File: config.mk
export PLATFORM = sky130hd
export DESIGN_NAME = div_result_bcd
export DESIGN_NICKNAME = d
export VERILOG_FILES = /design/src/rtl/div_pkg.sv /design/src/rtl/bcd_dabble_step.sv /design/src/rtl/div_result_bcd.sv
export SDC_FILE = /design/constraint.sdc
export NUM_CORES = 1
export LEC_CHECK = 0
export BUFFER_PORTS_ARGS = -buffer_cell sky130_fd_sc_hd__buf_4
export CAP_MARGIN = 0
export CORE_AREA = 2 2 97 99
export DETAILED_ROUTE_END_ITERATION = 10
export DIE_AREA = 0 0 99 101
export SLEW_MARGIN = 20
export SYNTH_ARGS = -nofsm -noshare
export SYNTH_HDL_FRONTEND = slang
export SYNTH_SLANG_ARGS = --single-unit
File: constraint.sdc
create_clock -name clk -period 4.55 [get_ports clk]
set_clock_uncertainty 0.1 [all_clocks]
set_input_delay 0.455 -clock clk [delete_from_list [all_inputs] [get_ports clk]]
set_output_delay 0.455 -clock clk [all_outputs]
set_load 0.02 [all_outputs]
File: src/rtl/div_pkg.sv
`default_nettype none
// ============================================================================
// Module   : div_pkg
// Brief    : Shared FSM encoding, BCD digit width and DIGITS sizing helper
// Revision : 1.0
// ============================================================================
package div_pkg;

  localparam int c_bcd_w = 4;

  typedef enum logic [1:0] {
    ST_IDLE  = 2'd0,
    ST_CHECK = 2'd1,
    ST_SHIFT = 2'd2,
    ST_DONE  = 2'd3
  } state_e;

  // Smallest digit count whose decimal range covers 2^width-1.
  function automatic int min_digits(input int width);
    int     digits;
    longint limit;
    longint max_val;
    digits  = 1;
    limit   = 10;
    max_val = (longint'(1) << width) - 1;
    while (limit <= max_val) begin
      digits++;
      limit *= 10;
    end
    return digits;
  endfunction

endpackage
`default_nettype wire

File: src/rtl/bcd_dabble_step.sv
`default_nettype none
// ============================================================================
// Module   : bcd_dabble_step
// Brief    : One double-dabble iteration: add-3 on digits >=5, shift in a bit
// Revision : 1.0
// ============================================================================
module bcd_dabble_step
  import div_pkg::*;
#(
  parameter int DIGITS = 2
) (
  input  logic [c_bcd_w*DIGITS-1:0] i_acc,
  input  logic                      i_bit,
  output logic [c_bcd_w*DIGITS-1:0] o_acc
);

  logic [c_bcd_w*DIGITS-1:0] w_adj;
  logic                      w_unused_msb;

  for (genvar g = 0; g < DIGITS; g++) begin : g_digit
    logic [c_bcd_w-1:0] w_dig;
    assign w_dig = i_acc[g*c_bcd_w +: c_bcd_w];
    assign w_adj[g*c_bcd_w +: c_bcd_w] = (w_dig >= 4'd5) ? (w_dig + 4'd3) : w_dig;
  end

  // Top bit is always zero when DIGITS is sized for the source range.
  assign w_unused_msb = w_adj[c_bcd_w*DIGITS-1];
  assign o_acc        = {w_adj[c_bcd_w*DIGITS-2:0], i_bit};

endmodule
`default_nettype wire

File: src/rtl/div_result_bcd.sv
`default_nettype none
// ============================================================================
// Module   : div_result_bcd
// Brief    : Checks divider quotient, derives remainder, converts both to BCD
// Revision : 1.0
// ============================================================================
module div_result_bcd
  import div_pkg::*;
#(
  parameter int WIDTH  = 4,
  parameter int DIGITS = 2
) (
  input  logic                      clk,
  input  logic                      rst,
  input  logic                      in_valid,
  output logic                      in_ready,
  input  logic [WIDTH-1:0]          dividend,
  input  logic [WIDTH-1:0]          divisor,
  input  logic [WIDTH-1:0]          quotient,
  output logic                      out_valid,
  input  logic                      out_ready,
  output logic [c_bcd_w*DIGITS-1:0] q_bcd,
  output logic [c_bcd_w*DIGITS-1:0] r_bcd,
  output logic                      div_zero,
  output logic                      chk_err
);

  localparam int c_pw    = 2 * WIDTH;
  localparam int c_cnt_w = $clog2(WIDTH + 1);
  localparam int c_bw    = c_bcd_w * DIGITS;

  if (WIDTH < 2 || WIDTH > 8) begin : g_bad_width
    $error("div_result_bcd: WIDTH must be in 2..8");
  end
  if (DIGITS < min_digits(WIDTH)) begin : g_bad_digits
    $error("div_result_bcd: DIGITS too small for WIDTH");
  end

  state_e             r_state;
  state_e             w_state_nxt;
  logic [WIDTH-1:0]   r_dividend;
  logic [WIDTH-1:0]   r_divisor;
  logic [WIDTH-1:0]   r_quotient;
  logic [WIDTH-1:0]   r_qsrc;
  logic [WIDTH-1:0]   r_rsrc;
  logic [c_bw-1:0]    r_qacc;
  logic [c_bw-1:0]    r_racc;
  logic [c_cnt_w-1:0] r_cnt;
  logic               r_dz;
  logic               r_err;
  logic [c_bw-1:0]    r_q_bcd;
  logic [c_bw-1:0]    r_r_bcd;
  logic               r_div_zero;
  logic               r_chk_err;

  logic [c_pw-1:0]    w_prod;
  logic [c_pw:0]      w_rem;
  logic               w_dz;
  logic               w_err;
  logic [c_bw-1:0]    w_qacc_nxt;
  logic [c_bw-1:0]    w_racc_nxt;

  // Remainder carried in 2*WIDTH+1 bits; the MSB is the sign of the difference.
  assign w_prod = c_pw'(r_quotient) * c_pw'(r_divisor);
  assign w_rem  = {{(WIDTH + 1){1'b0}}, r_dividend} - {1'b0, w_prod};
  assign w_dz   = (r_divisor == '0);
  assign w_err  = !w_dz && (w_rem[c_pw] || (w_rem[c_pw-1:0] >= {{WIDTH{1'b0}}, r_divisor}));

  bcd_dabble_step #(.DIGITS(DIGITS)) u_q_step (
    .i_acc (r_qacc),
    .i_bit (r_qsrc[WIDTH-1]),
    .o_acc (w_qacc_nxt)
  );

  bcd_dabble_step #(.DIGITS(DIGITS)) u_r_step (
    .i_acc (r_racc),
    .i_bit (r_rsrc[WIDTH-1]),
    .o_acc (w_racc_nxt)
  );

  always_ff @(posedge clk) begin
    if (rst) r_state <= ST_IDLE;
    else     r_state <= w_state_nxt;
  end

  always_comb begin
    w_state_nxt = r_state;
    case (r_state)
      ST_IDLE:  if (in_valid)               w_state_nxt = ST_CHECK;
      ST_CHECK:                             w_state_nxt = ST_SHIFT;
      ST_SHIFT: if (r_cnt == c_cnt_w'(1))   w_state_nxt = ST_DONE;
      ST_DONE:  if (out_ready)              w_state_nxt = ST_IDLE;
      default:                              w_state_nxt = ST_IDLE;
    endcase
  end

  always_ff @(posedge clk) begin
    if (rst) begin
      r_dividend <= '0;
      r_divisor  <= '0;
      r_quotient <= '0;
      r_qsrc     <= '0;
      r_rsrc     <= '0;
      r_qacc     <= '0;
      r_racc     <= '0;
      r_cnt      <= '0;
      r_dz       <= 1'b0;
      r_err      <= 1'b0;
      r_q_bcd    <= '0;
      r_r_bcd    <= '0;
      r_div_zero <= 1'b0;
      r_chk_err  <= 1'b0;
    end else begin
      case (r_state)
        ST_IDLE: begin
          if (in_valid) begin
            r_dividend <= dividend;
            r_divisor  <= divisor;
            r_quotient <= quotient;
          end
        end
        ST_CHECK: begin
          r_dz   <= w_dz;
          r_err  <= w_err;
          r_qsrc <= w_dz ? '0 : r_quotient;
          r_rsrc <= w_dz ? r_dividend : (w_err ? '0 : w_rem[WIDTH-1:0]);
          r_qacc <= '0;
          r_racc <= '0;
          r_cnt  <= c_cnt_w'(WIDTH);
        end
        ST_SHIFT: begin
          r_qacc <= w_qacc_nxt;
          r_racc <= w_racc_nxt;
          r_qsrc <= {r_qsrc[WIDTH-2:0], 1'b0};
          r_rsrc <= {r_rsrc[WIDTH-2:0], 1'b0};
          r_cnt  <= r_cnt - c_cnt_w'(1);
          // Results are published only on the final shift and then held.
          if (r_cnt == c_cnt_w'(1)) begin
            r_q_bcd    <= w_qacc_nxt;
            r_r_bcd    <= w_racc_nxt;
            r_div_zero <= r_dz;
            r_chk_err  <= r_err;
          end
        end
        default: ;
      endcase
    end
  end

  assign in_ready  = (r_state == ST_IDLE);
  assign out_valid = (r_state == ST_DONE);
  assign q_bcd     = r_q_bcd;
  assign r_bcd     = r_r_bcd;
  assign div_zero  = r_div_zero;
  assign chk_err   = r_chk_err;

endmodule
`default_nettype wire

==> results_dict.tcl, run 1 <==
set metrics [dict create \
    max_freq_mhz 260.8 \
    cp_slowest_cell "fa_1" \
    muxShareOfSynthArea_pct 1.355 \
    viasPerCell 5.202 \
    area_delta_synth_final_pct 13.62 \
    start_util_pct 41.14 \
    insertion_delay_ns 0.33 \
    synth_seq_cells 61 \
    wl_um 8274 \
    synth_edf_count 0 \
    r2r-end "r_rsrc[3]" \
    p_leak_nw 1.735 \
    timing.hold.ws_ns 0.2698 \
    ioPinCount 36 \
    rows 35 \
    start_kind "flop" \
    synth_cells 462 \
    r2r_cells 12 \
    cp_top_family "adder cells" \
    gp_congestion 0.7874 \
    wl_per_cell_um 13.68 \
    synth_fp_nets 522 \
    synth_xor_area_share_pct 3.083 \
    syn_avg_cell_area_um2 7.995 \
    root_buffer "clkbuf_8" \
    clock_path_buffers 2 \
    post-route-period-util_pct 84.28 \
    synth.distinct_cells 49 \
    drtAntennaViolNets 0 \
    max_slew_margin_pct 45.75 \
    postCtsResizedCells 0 \
    rsz0062_at_grt "false" \
    final.min_clock_period_ns 3.835 \
    required_ns 4.72 \
    mostFrequentLayoutCell "nand2_1" \
    hold_path_class "primary input to flop" \
    powerDensity_nw_per_um2 469.4 \
    critPathKind "flop to flop" \
    vias 3147 \
    postCtsSetupBuffers 0 \
    preCtsSetupSlack_ns 0.7278 \
    min_from "dividend[2]" \
    synth-simple-area-share_pct 21.51 \
    clk_pin_slew_worst_paths_ns 0.07 \
    arrival_ns 4.01 \
    hold_path_depth 3 \
    crit_fanout 8 \
    end_kind "flop" \
    worstReg2RegStart "r_divisor[2]" \
    grt_pass1_vias 3088 \
    coreArea_um2 8977 \
    final.setup.tns_ns 0 \
    drt_iter0_markers 110 \
    outcome "completed" \
    drv_cap 0 \
    path_cells "and2_1 -> fa_1 -> ha_1 -> fa_1 -> inv_1 -> ha_1 -> and3_2 -> a221oi_4 -> and2_1 -> o2111ai_2 -> nor4_4 -> o31a_1" \
    dieHeight_um 101 \
    ys_async_sr_fraction_pct 0 \
    vdd_ir_drop_max_mv 0.1805 \
    htreeDepth 3 \
    io_buffers 35 \
    p_total_mw 1.970 \
    grt_pass1_wl_um 14130 \
    drt_first_pass_iters 4 \
    synth_top_family_by_area "simple AND/OR/NAND/NOR gates" \
    yosys_most_used_dff "dfxtp_1" \
    cpPeakStageDelay_ns 0.50 \
    layout-drive-gt1-share_pct 11.94 \
    grt_usage_pct 17.43 \
    min_to "r_dividend[2]" \
    setup_slack_ns 0.7154 \
    die_w_um 99 \
    synth_area_um2 3694 \
    nNetsFinal 550 \
    synth-warning-count 0 \
    route.detailed.drc 0 \
    cts_tree "yes" \
    synthAdderAreaFrac_pct 16.12 \
    layout_common_cells "78 x nand2_1, 61 x dfxtp_1, 50 x a21oi_1" \
    dp_hpwl_um 5862 \
    gr-total-overflow 0 \
    seq_area_frac_synth_pct 33.06 \
    diodes 0 \
    cts_sinks 61 \
    setup_viol 0 \
    grt_max_degree 65 \
    antenna_found_initial 0 \
    max_slew.worst_pin.slew_ns 0.8070 \
    synth_compound_area_share_pct 18.67 \
    die_area_um2 9999 \
    cts_hold_buf 0 \
    hold_viol 0 \
    rrSetupSlack_ns 0.72 \
    cp_num_buf_inv 1 \
    cts_buffers 9 \
    maxSlewViolCount 0 \
]
-- how the worst max path moves through the flow --
| stage | startpoint | to | slack (ns) | depth (start not counted) |
|---|---|---|---|---|
| finish | r_divisor[2] | r_rsrc[3] | 0.72 | 12 |
| global route | r_divisor[3] | r_rsrc[1] | 0.46 | 12 |
| CTS | r_divisor[2] | r_rsrc[3] | 0.70 | 12 |
| detailed placement | r_divisor[2] | r_rsrc[3] | 0.73 | 12 |
| global placement | r_divisor[3] | r_rsrc[3] | 0.81 | 12 |
| floorplan | r_divisor[3] | r_err | 0.97 | 12 |
-- per-stage QoR --
step           instance area [um^2]  cells  util [%]
6_report                       4197    605     46.75
5_1_grt                        4197    605     46.75
4_1_cts                        4197    605     46.75
3_5_place_dp                   4039    590     44.99
3_3_place_gp                   4039    590     44.99
2_1_floorplan                  3694    462         -
-- sequential cells by signal, indices dropped and copies added (netlist names) --
register / cells
chk_err: 1
r_rsrc: 4
r_bcd: 8
r_racc: 8
r_state: 2
r_divisor: 4
q_bcd: 8
r_qsrc: 4
r_qacc: 8
r_dz: 1
r_quotient: 4
r_dividend: 4
r_err: 1
div_zero: 1
r_cnt: 3
-- worst register-to-register path, delay by kind of cell, from the launching register on --
kind,cells,cell delay (ns)
buffers and inverters,1,0.04
DFF,1,0.45
and+or+nand+nor,4,0.98
adders and majority gates,4,1.60
AOI/OAI and AO/OA,3,0.61
-- layer usage --
metal / share of wire, % / track usage [%] / up-vias
met4: 0.87 / 5.479 / 0
met3: 3.9 / 2.566 / 6
met2: 46 / 28.85 / 48
met5: 0 / 0 / -
met1: 50 / 23.50 / 1480
li1: - / - / 1613
-- layout make-up --
type / count / area [um^2]
flip-flops and latches: 61 / 1221
clock buffers: 11 / 131.4
multi-input cells: 341 / 2243
fillers: 876 / 4781
repair buffers: 39 / 292.8
well taps: 111 / 138.9
clock inverters: 4 / 26.28
inverters: 38 / 142.6
-- where the power goes --
group / leakage (nW) / switching (mW) / internal (mW)
clock network: 0.0792 / 0.206 / 0.194
registers: 0.495 / 0.0617 / 0.596
logic: 1.16 / 0.567 / 0.345
total: 1.74 / 0.835 / 1.14
-- kinds of logic (layout without fill, tap and decap cells) --
| family | after synthesis | in the layout |
|---|---|---|
| and+or+nand+nor | 173 | 173 |
| AOI/OAI and AO/OA | 106 | 106 |
| DFF | 61 | 61 |
| buffers and inverters | 60 | 92 |
| adders and majority gates | 44 | 44 |
| xor gates and xnor gates | 13 | 13 |
| muxes | 5 | 5 |
-- Yosys cell counts (2+ instances only) --
master	instances	share of area (%)
a211oi_1	10	2.0
a21o_1	3	0.61
a21oi_1	50	6.8
a22oi_1	10	2.0
a32oi_1	4	0.95
and2_1	15	2.5
and3_1	3	0.51
buf_1	3	0.30
buf_2	3	0.41
clkbuf_1	16	1.6
clkinv_1	2	0.20
dfxtp_1	61	33
fa_1	6	3.3
ha_1	38	13
inv_1	36	3.7
mux2i_1	5	1.4
nand2_1	78	7.9
nand2b_1	8	1.4
nand3_1	5	0.68
nor2_1	43	4.4
nor2b_1	2	0.34
nor3_1	7	0.95
nor3b_1	2	0.41
o211ai_1	4	0.81
o21ai_0	10	1.4
o2bb2ai_1	2	0.47
o31a_1	2	0.47
o31ai_1	2	0.41
xnor2_1	8	1.9
xor2_1	5	1.2
(Power assumes the default switching activity.)
==> run 2, diff against run 1 <==
ABC_AREA = 1   (was default)
CORE_AREA = 2 2 98 100   (was 2 2 97 99)
DIE_AREA = 0 0 100 102   (was 0 0 99 101)
clock period = 3.3 ns   (was 4.55 ns; I/O delays follow)
==> results_dict.tcl, run 2 <==
set metrics [dict create \
    outcome "completed" \
    combPwrFrac_pct 53.0 \
    required_ns 3.47 \
    nNetsFinal 629 \
    layout-drive-gt1-share_pct 19.55 \
    grt_max_degree 35 \
    p_leak_nw 2.213 \
    insertion_delay_ns 0.34 \
    dp_hpwl_um 5965 \
    critPathKind "flop to flop" \
    cp_top_family "adder cells" \
    powerDensity_nw_per_um2 785.6 \
    max_freq_mhz 307.5 \
    gr-total-overflow 0 \
    layout_common_cells "98 x nand2_1, 92 x inv_1, 56 x dfxtp_1" \
    ys_async_sr_fraction_pct 0 \
    synth_fp_nets 583 \
    vdd_ir_drop_max_mv 0.4830 \
    p_sw_share_pct 42.83 \
    antenna_found_initial 0 \
    drt_iter0_markers 135 \
    wl_per_cell_um 12.66 \
    cts_buffers 9 \
    end_kind "flop" \
    ioPinCount 36 \
    synth_seq_cells 61 \
    rrSetupSlack_ns 0.05 \
    cp_num_buf_inv 3 \
    clkPwrFrac_pct 21.4 \
    start_kind "flop" \
    synthDominantCellAreaShare_pct 32.48 \
    rsz0062_at_grt "true" \
    path_cells "nand2_2 -> inv_2 -> fa_1 -> ha_4 -> fa_1 -> inv_2 -> ha_4 -> xor2_4 -> ha_4 -> inv_2 -> nand2_1 -> nor2_1 -> nand2_1 -> nor2_2 -> nand3_2 -> nand2_4 -> nand2_4 -> a21oi_2" \
    io_buffers 35 \
    fillCellCount 925 \
    cpPeakStageDelay_ns 0.57 \
    clock_path_buffers 2 \
    yosys_most_used_dff "dfxtp_1" \
    r2r_cells 18 \
    final.min_clock_period_ns 3.253 \
    setup_viol 0 \
    drv_cap 0 \
    clk_pin_slew_worst_paths_ns 0.07 \
    grt_pass1_wl_um 14590 \
    max_slew_margin_pct 36.32 \
    dpl-instance-area_um2 4172 \
    synth-warning-count 0 \
    cts_tree "yes" \
    hold_viol 0 \
    area_delta_synth_final_pct 21.73 \
    cts_sinks 61 \
    die_area_um2 10200 \
    maxSlewViolCount 0 \
    dieHeight_um 102 \
    arrival_ns 3.43 \
    drtAntennaViolNets 0 \
    timing.hold.ws_ns 0.1477 \
    coreArea_um2 9109 \
    rows 35 \
    max_slew.worst_pin.slew_ns 0.9541 \
    diodes 0 \
    crit_fanout 5 \
    start_util_pct 41.28 \
    grt_pass1_vias 3210 \
    synth.most_common_cell "nand2_1" \
    hold_path_class "primary input to flop" \
    vias 3334 \
    mostFrequentLayoutCell "nand2_1" \
    gp_congestion 0.8726 \
    p_sw_mw 1.540 \
    p_int_mw 2.056 \
    cp_slowest_cell "fa_1" \
    root_buffer "clkbuf_8" \
    cts_hold_buf 0 \
    grt_usage_pct 17.90 \
    wl_um 8659 \
    synth.area.top_cells "dfxtp_1 32%, ha_1 13%, nand2_1 10%" \
    die_w_um 100 \
    route.detailed.drc 0 \
    viasPerCell 4.874 \
    drt_first_pass_iters 4 \
    stdcell_area_um2 4577 \
    htreeDepth 3 \
    seqPwrFrac_pct 25.6 \
    syn_avg_cell_area_um2 7.189 \
    synth_edf_count 0 \
    seq_area_frac_synth_pct 32.48 \
    synth_cells 523 \
    cp.depth 18 \
    synth.distinct_cells 36 \
    hold_path_depth 3 \
    synth_common_cells "101 x nand2_1, 98 x inv_1, 61 x dfxtp_1, 49 x a21oi_1, 48 x o21ai_0" \
    post-route-period-util_pct 98.56 \
    synth_area_um2 3760 \
    synth_area_leader_cell "dfxtp_1" \
]
-- run 2: changes by cell type after synthesis, moves of 8 or more --
cell      change
o21bai_1      +8
a22oi_1      -10
nand2_1      +23
and2_1       -15
a211oi_1      -9
clkbuf_1      -8
o21ai_0      +38
inv_1        +62
nand2b_1      -8
-- run 2: cell families after synthesis --
logic type                 Yosys count  synth area share, %
adders and majority gates           44                15.84
AOI/OAI and AO/OA                  119                17.40
DFF                                 61                32.48
xor gates and xnor gates            12                2.795
and+or+nand+nor                    173                19.47
buffers and inverters              114                12.01
-- run 2: power groups by stage --
stage          combinational (mW)  sequential [mW]  clock, mW
5_1_grt                      2.17            0.932      0.816
2_1_floorplan                1.26            0.946          0
6_report                     1.91            0.920      0.770
4_1_cts                      1.74            0.913      0.777
3_3_place_gp                 1.66            0.926          0
3_5_place_dp                 1.68            0.928          0
-- run 2: what timing repair did --
| item | 4_1_cts | 5_1_grt |
|---|---|---|
| buffers inserted | 0 | 2 |
| pin swaps | 1 | 25 |
| resized for setup | 4 | 28 |
| endpoints found under the setup margin | 4 | 5 |
-- run 2: metal layers --
layer | up-vias | global-route usage [%] | share of wire, %
met4 | 0 | 5.585 | 1.2
met1 | 1559 | 23.85 | 49
met2 | 37 | 29.68 | 47
met3 | 8 | 3.352 | 2.8
li1 | 1730 | - | -
met5 | - | 0 | 0
-- run 2: final cells by class --
cell class,instances,area (um^2),share of cell area [%]
flip-flops and latches,61,1227,26.82
repair buffers,48,360.3,7.873
clock buffers,12,155.1,3.390
multi-input cells,348,2247,49.10
inverters,101,379.1,8.283
well taps,111,138.9,3.034
clock inverters,3,68.82,1.504
-- run 2: worst paths after layout --
path                 start             to
max reg2reg  r_quotient[2]      r_rsrc[3]
min            quotient[1]  r_quotient[1]
max          r_quotient[2]      r_rsrc[3]
min reg2reg      r_qsrc[0]      r_qsrc[0]
-- run 2: tightest hold or removal path: stages --
cell and delay, ns:
buf_4 0.07, o21ai_0 0.07, nor2_1 0.08
-- run 2: per-stage QoR --
| stage | instances | utilization [%] | setup slack, ns | TNS [ns] | total power [mW] |
|---|---|---|---|---|---|
| 2_1_floorplan | 523 | - | 0.08742 | 0 | 2.203 |
| 3_3_place_gp | 667 | 45.80 | 0.02590 | 0 | 2.584 |
| 3_5_place_dp | 667 | 45.80 | -0.003488 | -0.003883 | 2.610 |
| 4_1_cts | 682 | 48.65 | 0.05788 | 0 | 3.427 |
| 5_1_grt | 684 | 50.25 | -0.1445 | -0.5896 | 3.922 |
| 6_report | 684 | 50.25 | 0.04748 | 0 | 3.596 |
